### src/rtl/rca_seq_pkg.sv
// rtl/rca_seq_pkg.sv - shared types and defaults for the sequential ripple-carry add controller
package rca_seq_pkg;

   localparam int CHUNK_W_DEF = 4;

   typedef enum logic [1:0] {
      IDLE = 2'd0,
      RUN  = 2'd1,
      DONE = 2'd2
   } state_t;

endpackage

### src/rtl/rca_slice.sv
// rtl/rca_slice.sv - combinational W-bit ripple-carry adder built from full-adder cells
module rca_slice
   import rca_seq_pkg::*;
#(
   parameter int W = CHUNK_W_DEF
) (
   input  logic [W-1:0] i_a,
   input  logic [W-1:0] i_b,
   input  logic         i_cin,
   output logic [W-1:0] o_s,
   output logic         o_cout
);

   logic [W:0] w_c;

   assign w_c[0] = i_cin;

   for (genvar gi = 0; gi < W; gi++) begin : g_fa
      assign o_s[gi]     = i_a[gi] ^ i_b[gi] ^ w_c[gi];
      assign w_c[gi + 1] = (i_a[gi] & i_b[gi]) | (w_c[gi] & (i_a[gi] ^ i_b[gi]));
   end

   assign o_cout = w_c[W];

endmodule

### src/rtl/rca_seq_ctrl.sv
// rtl/rca_seq_ctrl.sv - two-requester add controller sharing one ripple-carry slice
// RCA_SEQ_SUBTRACT_EN adds req0_sub/req1_sub for A-B requests.
module rca_seq_ctrl
   import rca_seq_pkg::*;
#(
   parameter int OP_W    = 16,
   parameter int CHUNK_W = CHUNK_W_DEF
) (
   input  logic            clk,
   input  logic            rst,
   input  logic            req0_valid,
   output logic            req0_ready,
   input  logic [OP_W-1:0] req0_a,
   input  logic [OP_W-1:0] req0_b,
`ifdef RCA_SEQ_SUBTRACT_EN
   input  logic            req0_sub,
`endif
   input  logic            req1_valid,
   output logic            req1_ready,
   input  logic [OP_W-1:0] req1_a,
   input  logic [OP_W-1:0] req1_b,
`ifdef RCA_SEQ_SUBTRACT_EN
   input  logic            req1_sub,
`endif
   output logic            rsp_valid,
   input  logic            rsp_ready,
   output logic            rsp_id,
   output logic [OP_W-1:0] rsp_sum,
   output logic            rsp_cout
);

   localparam int N     = OP_W / CHUNK_W;
   localparam int CNT_W = (N > 1) ? $clog2(N) : 1;

   if ((OP_W % CHUNK_W) != 0 || OP_W < CHUNK_W) begin : g_bad_width
      $error("rca_seq_ctrl: OP_W must be an integer multiple of CHUNK_W");
   end

   state_t             r_state;
   state_t             w_next_state;
   logic [OP_W-1:0]    r_a;
   logic [OP_W-1:0]    r_b;
   logic [OP_W-1:0]    r_sum;
   logic               r_carry;
   logic [CNT_W-1:0]   r_cnt;
   logic               r_id;
   logic               r_cout;
   logic               r_ptr;

   logic               w_grant;
   logic               w_accept;
   logic               w_last;
   logic               w_cin_init;
   logic [CHUNK_W-1:0] w_a_slice;
   logic [CHUNK_W-1:0] w_b_slice;
   logic [CHUNK_W-1:0] w_s;
   logic               w_cout;

`ifdef RCA_SEQ_SUBTRACT_EN
   logic               r_sub;

   // Subtraction is A + ~B + 1: invert the B slice and seed the carry with 1.
   assign w_cin_init = w_grant ? req1_sub : req0_sub;
   assign w_b_slice  = r_b[r_cnt*CHUNK_W +: CHUNK_W] ^ {CHUNK_W{r_sub}};
`else
   assign w_cin_init = 1'b0;
   assign w_b_slice  = r_b[r_cnt*CHUNK_W +: CHUNK_W];
`endif

   assign w_a_slice = r_a[r_cnt*CHUNK_W +: CHUNK_W];
   assign w_last    = (r_cnt == CNT_W'(N - 1));
   assign w_accept  = req0_ready | req1_ready;

   rca_slice #(
      .W (CHUNK_W)
   ) u_slice (
      .i_a    (w_a_slice),
      .i_b    (w_b_slice),
      .i_cin  (r_carry),
      .o_s    (w_s),
      .o_cout (w_cout)
   );

   // Lone valid requester wins; on contention the pointer decides.
   always_comb begin
      w_grant      = r_ptr;
      req0_ready   = 1'b0;
      req1_ready   = 1'b0;
      w_next_state = r_state;
      if (req0_valid && !req1_valid) begin
         w_grant = 1'b0;
      end else if (req1_valid && !req0_valid) begin
         w_grant = 1'b1;
      end
      case (r_state)
         IDLE: begin
            req0_ready = req0_valid & ~w_grant;
            req1_ready = req1_valid & w_grant;
            if ((req0_valid & ~w_grant) | (req1_valid & w_grant)) begin
               w_next_state = RUN;
            end
         end
         RUN: begin
            if (w_last) begin
               w_next_state = DONE;
            end
         end
         DONE: begin
            if (rsp_ready) begin
               w_next_state = IDLE;
            end
         end
         default: w_next_state = IDLE;
      endcase
   end

   always_ff @(posedge clk) begin
      if (rst) begin
         r_state <= IDLE;
         r_a     <= '0;
         r_b     <= '0;
         r_sum   <= '0;
         r_carry <= 1'b0;
         r_cnt   <= '0;
         r_id    <= 1'b0;
         r_cout  <= 1'b0;
         r_ptr   <= 1'b0;
`ifdef RCA_SEQ_SUBTRACT_EN
         r_sub   <= 1'b0;
`endif
      end else begin
         r_state <= w_next_state;
         case (r_state)
            IDLE: begin
               if (w_accept) begin
                  r_a     <= w_grant ? req1_a : req0_a;
                  r_b     <= w_grant ? req1_b : req0_b;
                  r_id    <= w_grant;
                  r_carry <= w_cin_init;
                  r_cnt   <= '0;
`ifdef RCA_SEQ_SUBTRACT_EN
                  r_sub   <= w_cin_init;
`endif
               end
            end
            RUN: begin
               r_sum[r_cnt*CHUNK_W +: CHUNK_W] <= w_s;
               r_carry <= w_cout;
               r_cnt   <= r_cnt + 1'b1;
               if (w_last) begin
                  r_cout <= w_cout;
               end
            end
            DONE: begin
               if (rsp_ready) begin
                  r_ptr <= ~r_id;
               end
            end
            default: ;
         endcase
      end
   end

   assign rsp_valid = (r_state == DONE);
   assign rsp_id    = r_id;
   assign rsp_sum   = r_sum;
   assign rsp_cout  = r_cout;

endmodule
### config.mk
export PLATFORM = sky130hd
export DESIGN_NAME = rca_seq_ctrl
export DESIGN_NICKNAME = d
export VERILOG_FILES = /design/src/rtl/rca_seq_pkg.sv /design/src/rtl/rca_slice.sv /design/src/rtl/rca_seq_ctrl.sv
export SDC_FILE = /design/constraint.sdc
export NUM_CORES = 1
export LEC_CHECK = 0
export BUFFER_PORTS_ARGS = -buffer_cell sky130_fd_sc_hd__buf_2
export CAP_MARGIN = 10
export CORE_MARGIN = 1.5
export CORE_UTILIZATION = 40
export DETAILED_ROUTE_END_ITERATION = 10
export PLACE_DENSITY = 0.6
export RECOVER_POWER = 100
export SLEW_MARGIN = 10
export SYNTH_ARGS = -nofsm -noshare
export SYNTH_HDL_FRONTEND = slang
export SYNTH_SLANG_ARGS = --single-unit
export TNS_END_PERCENT = 20
### constraint.sdc
create_clock -name clk -period 5.6 [get_ports clk]
set_input_delay 0.56 -clock clk [delete_from_list [all_inputs] [get_ports clk]]
set_output_delay 0.56 -clock clk [all_outputs]
set_load 0.03 [all_outputs]
==> Yosys cells after proc, flatten, opt, wreduce, memory -nomap -nowiden <==
Cells that the tools add are included.
{ "totals": {"register_bits": 56, "wordCells": 74} }
{ "op_classes": {"addsub": 2, "n_eq_ne": 7, "shift": 4, "muxes": 15, "bitwise": 26, "n_reduce_logical": 11} }
{ "ops": {"columns": ["operator", "n"], "rows": [
  ["$neg 4->34", 1],
  ["$shift 4x34->16 const A", 1],
  ["$shiftx 4x34->16", 1],
  ["$mux 16", 2],
  ["$shiftx 16x5->4", 2],
  ["$bwmux 16", 1],
  ["$and 1x1->1", 10],
  ["$mux 2", 4],
  ["$reduce_and 2->1", 4],
  ["$xor 1x1->1", 8],
  ["$ne 2x2->1 const B", 3],
  ["$or 1x1->1", 6],
  ["$pmux 2 s3", 1],
  ["$mux 1", 5],
  ["$eq 2x2->1 const B", 2],
  ["$pmux 2 s2", 1],
  ["$reduce_and 3->1", 1],
  ["$add 2x1->2 const B", 1],
  ["$eq 2x1->1 const B", 1],
  ["$logic_and 1x1->1", 2],
  ["$logic_not 1->1", 2],
  ["$logic_not 2->1", 1],
  ["$ne 2x1->1 const B", 1],
  ["$not 1->1", 2],
  ["other kinds (2)", 2]
]} }

==> Depth between registers and ports, before layout <==
{ "logic_depth": {"word_depth": 11, "depth_mapped": 12} }

==> Hierarchy <==
Synthesis repeated with hierarchy kept, for this count alone.
{ "unflattened": {"cells_unflattened": 338, "area_unflattened_um2": 3243.1} }
{ "by_module_without_submodules": {"columns": ["mod", "n_inst", "cells_each", "area_each_um2", "seq_area_each_um2"], "rows": [
  ["rca_seq_ctrl", 1, 324, 3125.5, 1121.1],
  ["rca_slice", 1, 14, 117.6, 0.0]
]} }

==> Worst setup path after synthesis <==
No wires, ideal clock.
{ "synth_timing": {"path_kind": "register -> register", "start": "register r_cnt[0]", "end": "register r_sum[11] (netlist: rsp_sum[11])", "setup_time_ps": 128, "arrival_time_ps": 2777, "path_slack_ps": 2695, "stages_incl_launch_ff": 13, "path_cell_list": "dfxtp_1 buf_2 mux4_2 inv_1 fa_1 inv_1 fa_1 inv_1 fa_1 inv_1 fa_1 a32oi_1 nor2_1"} }
{ "synth_between": {"elab_chain_len": 11, "elab_cells_between_ends": 23} }
{ "synth_lines": {"columns": ["element", "line", "rtl"], "rows": [
  ["start, declared", "rca_seq_ctrl.sv:45", "logic [CNT_W-1:0] r_cnt;"],
  ["start signal, assigned", "rca_seq_ctrl.sv:149", "r_cnt <= r_cnt + 1'b1;"],
  ["$shiftx 16x5->4, on equally long branches", "rca_seq_ctrl.sv:70, rca_seq_ctrl.sv:67", null],
  ["$xor 1x1->1", "rca_slice.sv:19, rca_slice.sv:20", null],
  ["$and 1x1->1", "rca_slice.sv:20", "assign w_c[gi + 1] = (i_a[gi] & i_b[gi]) | (w_c[gi] & (i_a[gi] ^ i_b[gi]));"],
  ["$or 1x1->1", "rca_slice.sv:20", null],
  ["$and 1x1->1", "rca_slice.sv:20", null],
  ["$or 1x1->1", "rca_slice.sv:20", null],
  ["$and 1x1->1", "rca_slice.sv:20", null],
  ["$or 1x1->1", "rca_slice.sv:20", null],
  ["$xor 1x1->1", "rca_slice.sv:19", "assign o_s[gi] = i_a[gi] ^ i_b[gi] ^ w_c[gi];"],
  ["$shiftx 4x34->16", "rca_seq_ctrl.sv:147", "r_sum[r_cnt*CHUNK_W +: CHUNK_W] <= w_s;"],
  ["$bwmux 16 *", "rca_seq_ctrl.sv:147", null],
  ["end signal, assigned by index", "rca_seq_ctrl.sv:147", null],
  ["end, declared", "rca_seq_ctrl.sv:43", "logic [OP_W-1:0] r_sum;"]
]} }
Mark *: on every way between the ends. The rest lies on a longest branch, timed or not.
A chain may end at the register's enable or synchronous reset.

==> Final worst setup path <==
{ "layout_timing": {"start": "input port req0_valid", "end": "register r_a[0]"} }
{ "layout_between": {"elab_chain_len": 9, "elab_cells_between_ends": 13} }
{ "layout_lines": {"columns": ["element", "line", "rtl"], "rows": [
  ["start, declared", "rca_seq_ctrl.sv:11", "input logic req0_valid,"],
  ["$logic_not 1->1", "rca_seq_ctrl.sv:92", "end else if (req1_valid && !req0_valid) begin"],
  ["$logic_and 1x1->1", "rca_seq_ctrl.sv:92", null],
  ["$mux 1", "rca_seq_ctrl.sv:92", null],
  ["$mux 1", "rca_seq_ctrl.sv:90", "if (req0_valid && !req1_valid) begin"],
  ["$not 1->1", "rca_seq_ctrl.sv:97", "req0_ready = req0_valid & ~w_grant;"],
  ["$and 1x1->1", "rca_seq_ctrl.sv:97", null],
  ["$mux 1", "rca_seq_ctrl.sv:95", "case (r_state)"],
  ["$or 1x1->1", "rca_seq_ctrl.sv:72", "assign w_accept = req0_ready | req1_ready;"],
  ["$reduce_and 2->1 (no source line)", null, null],
  ["end signal, assigned", "rca_seq_ctrl.sv:136", "r_a <= w_grant ? req1_a : req0_a;"],
  ["end, declared", "rca_seq_ctrl.sv:41", "logic [OP_W-1:0] r_a;"]
]} }
Parallel ways exist; a longest one is shown, timed or not.

==> metrics.txt <==
largest net degree at the start of global routing=68; Hold Crit Class=flop to flop; Compound-Gate Fraction of Synth Area=31.7%; vias post-DR=3093; Seq cells post-synth=56; total global-route track usage=21.6%; placed cell count=491; Worst Setup End Kind=flop; Max Fanout on Critical Path=37; CP arrival=3.95 ns; initial antenna violation count=0; fraction of layout cells with a size suffix above 1=26.9%; first drt pass iteration count=4; FF-to-FF End=rsp_sum[15]; fmax=0.267 GHz; P_int=0.634 mW; leakage power=1.25 nW; clock transition at the registers of the reported paths=0.10 ns; worst skew pair latency=0.31 ns; post-synthesis sequential area ratio=34.4%; Detailed Route WL=9150 µm; critical setup path kind=input port to flop; total inserted antenna cells=0; VDD IR max=0.000105 V; Core ar.=roughly 7800 µm²; final hold slack=0.455 ns; CP required=5.81 ns; max-cap violations=2; die width=93.3 µm; Final Skew=0.0103 ns; Sw Share=30.0%; first-pass GRT wire length=15200 µm; Placer Congestion=0.819; Mapped Area=3260 µm²; post-synthesis adder-cell area fraction=under 10%; Post-synth top flop=dfxtp_1; top-count cell post-synth=dfxtp_1; final setup vio count=0; status=finished, violations left; number of synthesized flops with an enable pin=0; H-tree depth=2; failing checks=max-capacitance violations, max-slew violations; area of the multi-input gates=1860 µm²; hold_buf cts=0; Remaining DRCs=0; drt via density=~6.2; die area=around 8700 µm²; post-route minimum period=3.74 ns; DR iter-0 viols=about 230; setup bufs post-CTS=0; Reg area=1120 µm²; post-synth top area share=around 34%; top post-synthesis cells by count=56 x dfxtp_1, 45 x a2111oi_0, 45 x a21oi_1; proportion of synthesized area in mux cells=5.53%; P per Cell Area=roughly 240 nW/µm²; Ports=90; PnR worst setup slack=1.86 ns; die height=around 93 µm; total power=0.906 mW; synth unique cells=35; cells on worst reg2reg path=11; port buffer count=89; launching point of the worst reg2reg path=r_cnt[0]; root buffer cell=clkbuf_8; dpl cell area=3620 µm²; Yosys Warn Count=0; NetSw=0.272 mW; Post-Synthesis Cells=344; syn nets=423; wire per inst=between 15 and 20 µm; post-route ant nets=0; FFs w/ async S/R, synth=0%; syn_area_per_cell=between 9 and 10 µm²; Post-Layout Inst Area=approximately 3700 µm²; worst hold start=rsp_sum[5]; element type at the critical path start=input port; Worst Max-Slew Pin Slew=1.97 ns; Critical Path Source=req0_valid; post-layout utilization of the core=47.9%; Slew Viols, Final=72; Initial Util=41.8%; Synth Area in Simple Gates=15.1%; TritonCTS Buffers=5; relative slew slack=-31.4%; Area Growth Syn to Fin=14.6%; Max clock buf depth=2; final hold vios=0; Cell Rows=32; post-route setup TNS=0 ns; power share of the combinational group=21.5%; Final #Nets=roughly 480; hpwl dp=6010 µm; worst setup path end=r_a[0]; Seq pwr share=49.5%; fillcell total=around 800; dpl ws=2.33 ns; Reg2Reg Setup Slack=2.34 ns; vias in the first global route=2936; final cycle utilization of the critical path=66.8%; RSZ-0062 raised after global routing=false; top post-synthesis cells by area=dfxtp_1 34%, a2111oi_0 12%, a2111oi_2 7.8%; CTS tree=done; area leader, netlist=dfxtp_1; largest family of logic cells by synthesized area=compound AO/OA/AOI/OAI gates; clock power share=29.0%; GR Overflow Total=0; Final Instance Count excl. Fillers=500; Sink Count=56; XOR/XNOR Fraction of Synth Area=0%; post_cts resized=0
metal layers:
layer	track usage (%)	wire, µm
met1	33.8	4590
met2	31.2	3850
met3	3.90	677
met4	3.54	38
met5	0	0
final cells by class:
type,count,share of cell area [%]
multi-input cells,227,49.8
clock inverters,3,1.14
well taps,102,3.42
flip-flops and latches,56,30.0
inverters,15,1.51
repair buffers,92,12.3
clock buffers,5,1.84
state kept, by name (all words and copies together) (netlist names):
name / count
r_a: 16
r_b: 16
r_carry: 1
r_cnt: 2
r_ptr: 1
r_state: 2
rsp_cout: 1
rsp_id: 1
rsp_sum: 16
worst min-delay path by stage:
stage | to | slack [ns] | depth (start not counted)
2_1_floorplan | r_carry | 0.47 | 2
3_3_place_gp | rsp_sum[12] | 0.44 | 2
3_5_place_dp | rsp_sum[12] | 0.44 | 2
4_1_cts | rsp_sum[5] | 0.46 | 2
5_1_grt | r_ptr | 0.47 | 2
6_report | rsp_sum[5] | 0.45 | 2
cells in the final DEF, fill, tap and decap left out, types with 3 or more instances in the layout:
master and instances:
buf_2 67, dfxtp_1 56, a21oi_1 45, a2111oi_0 45, nor4_1 32, clkbuf_1 22, a2111oi_2 17, inv_1 14
nor2_1 13, a32oi_1 11, nand2_1 11, mux4_2 8, ha_1 6, nand3b_1 5, clkbuf_8 5, fa_1 4
nand2b_1 3, nor2b_1 3, o211ai_1 3, nand3_1 3, a2111oi_1 3
kinds of logic (layout without fill, tap and decap cells):
| group | after synthesis | after routing |
|---|---|---|
| muxes | 8 | 8 |
| DFF | 56 | 56 |
| adders and majority gates | 10 | 10 |
| and+or+nand+nor | 84 | 84 |
| buffers and inverters | 61 | 115 |
| AOI/OAI and AO/OA | 125 | 125 |
power groups by stage:
stage	clock (mW)	combinational, mW	sequential, mW
2_1_floorplan	0	0.137	0.449
3_3_place_gp	0	0.189	0.457
3_5_place_dp	0	0.192	0.457
4_1_cts	0.271	0.193	0.448
5_1_grt	0.287	0.215	0.452
6_report	0.263	0.195	0.448
worst max-delay path, cell delays in order:
cell	delay (ns)
clkbuf_1	1.38
or2_0	1.50
a21oi_1	0.25
nor4_1	0.25
Power figures use the tool's default switching activity.
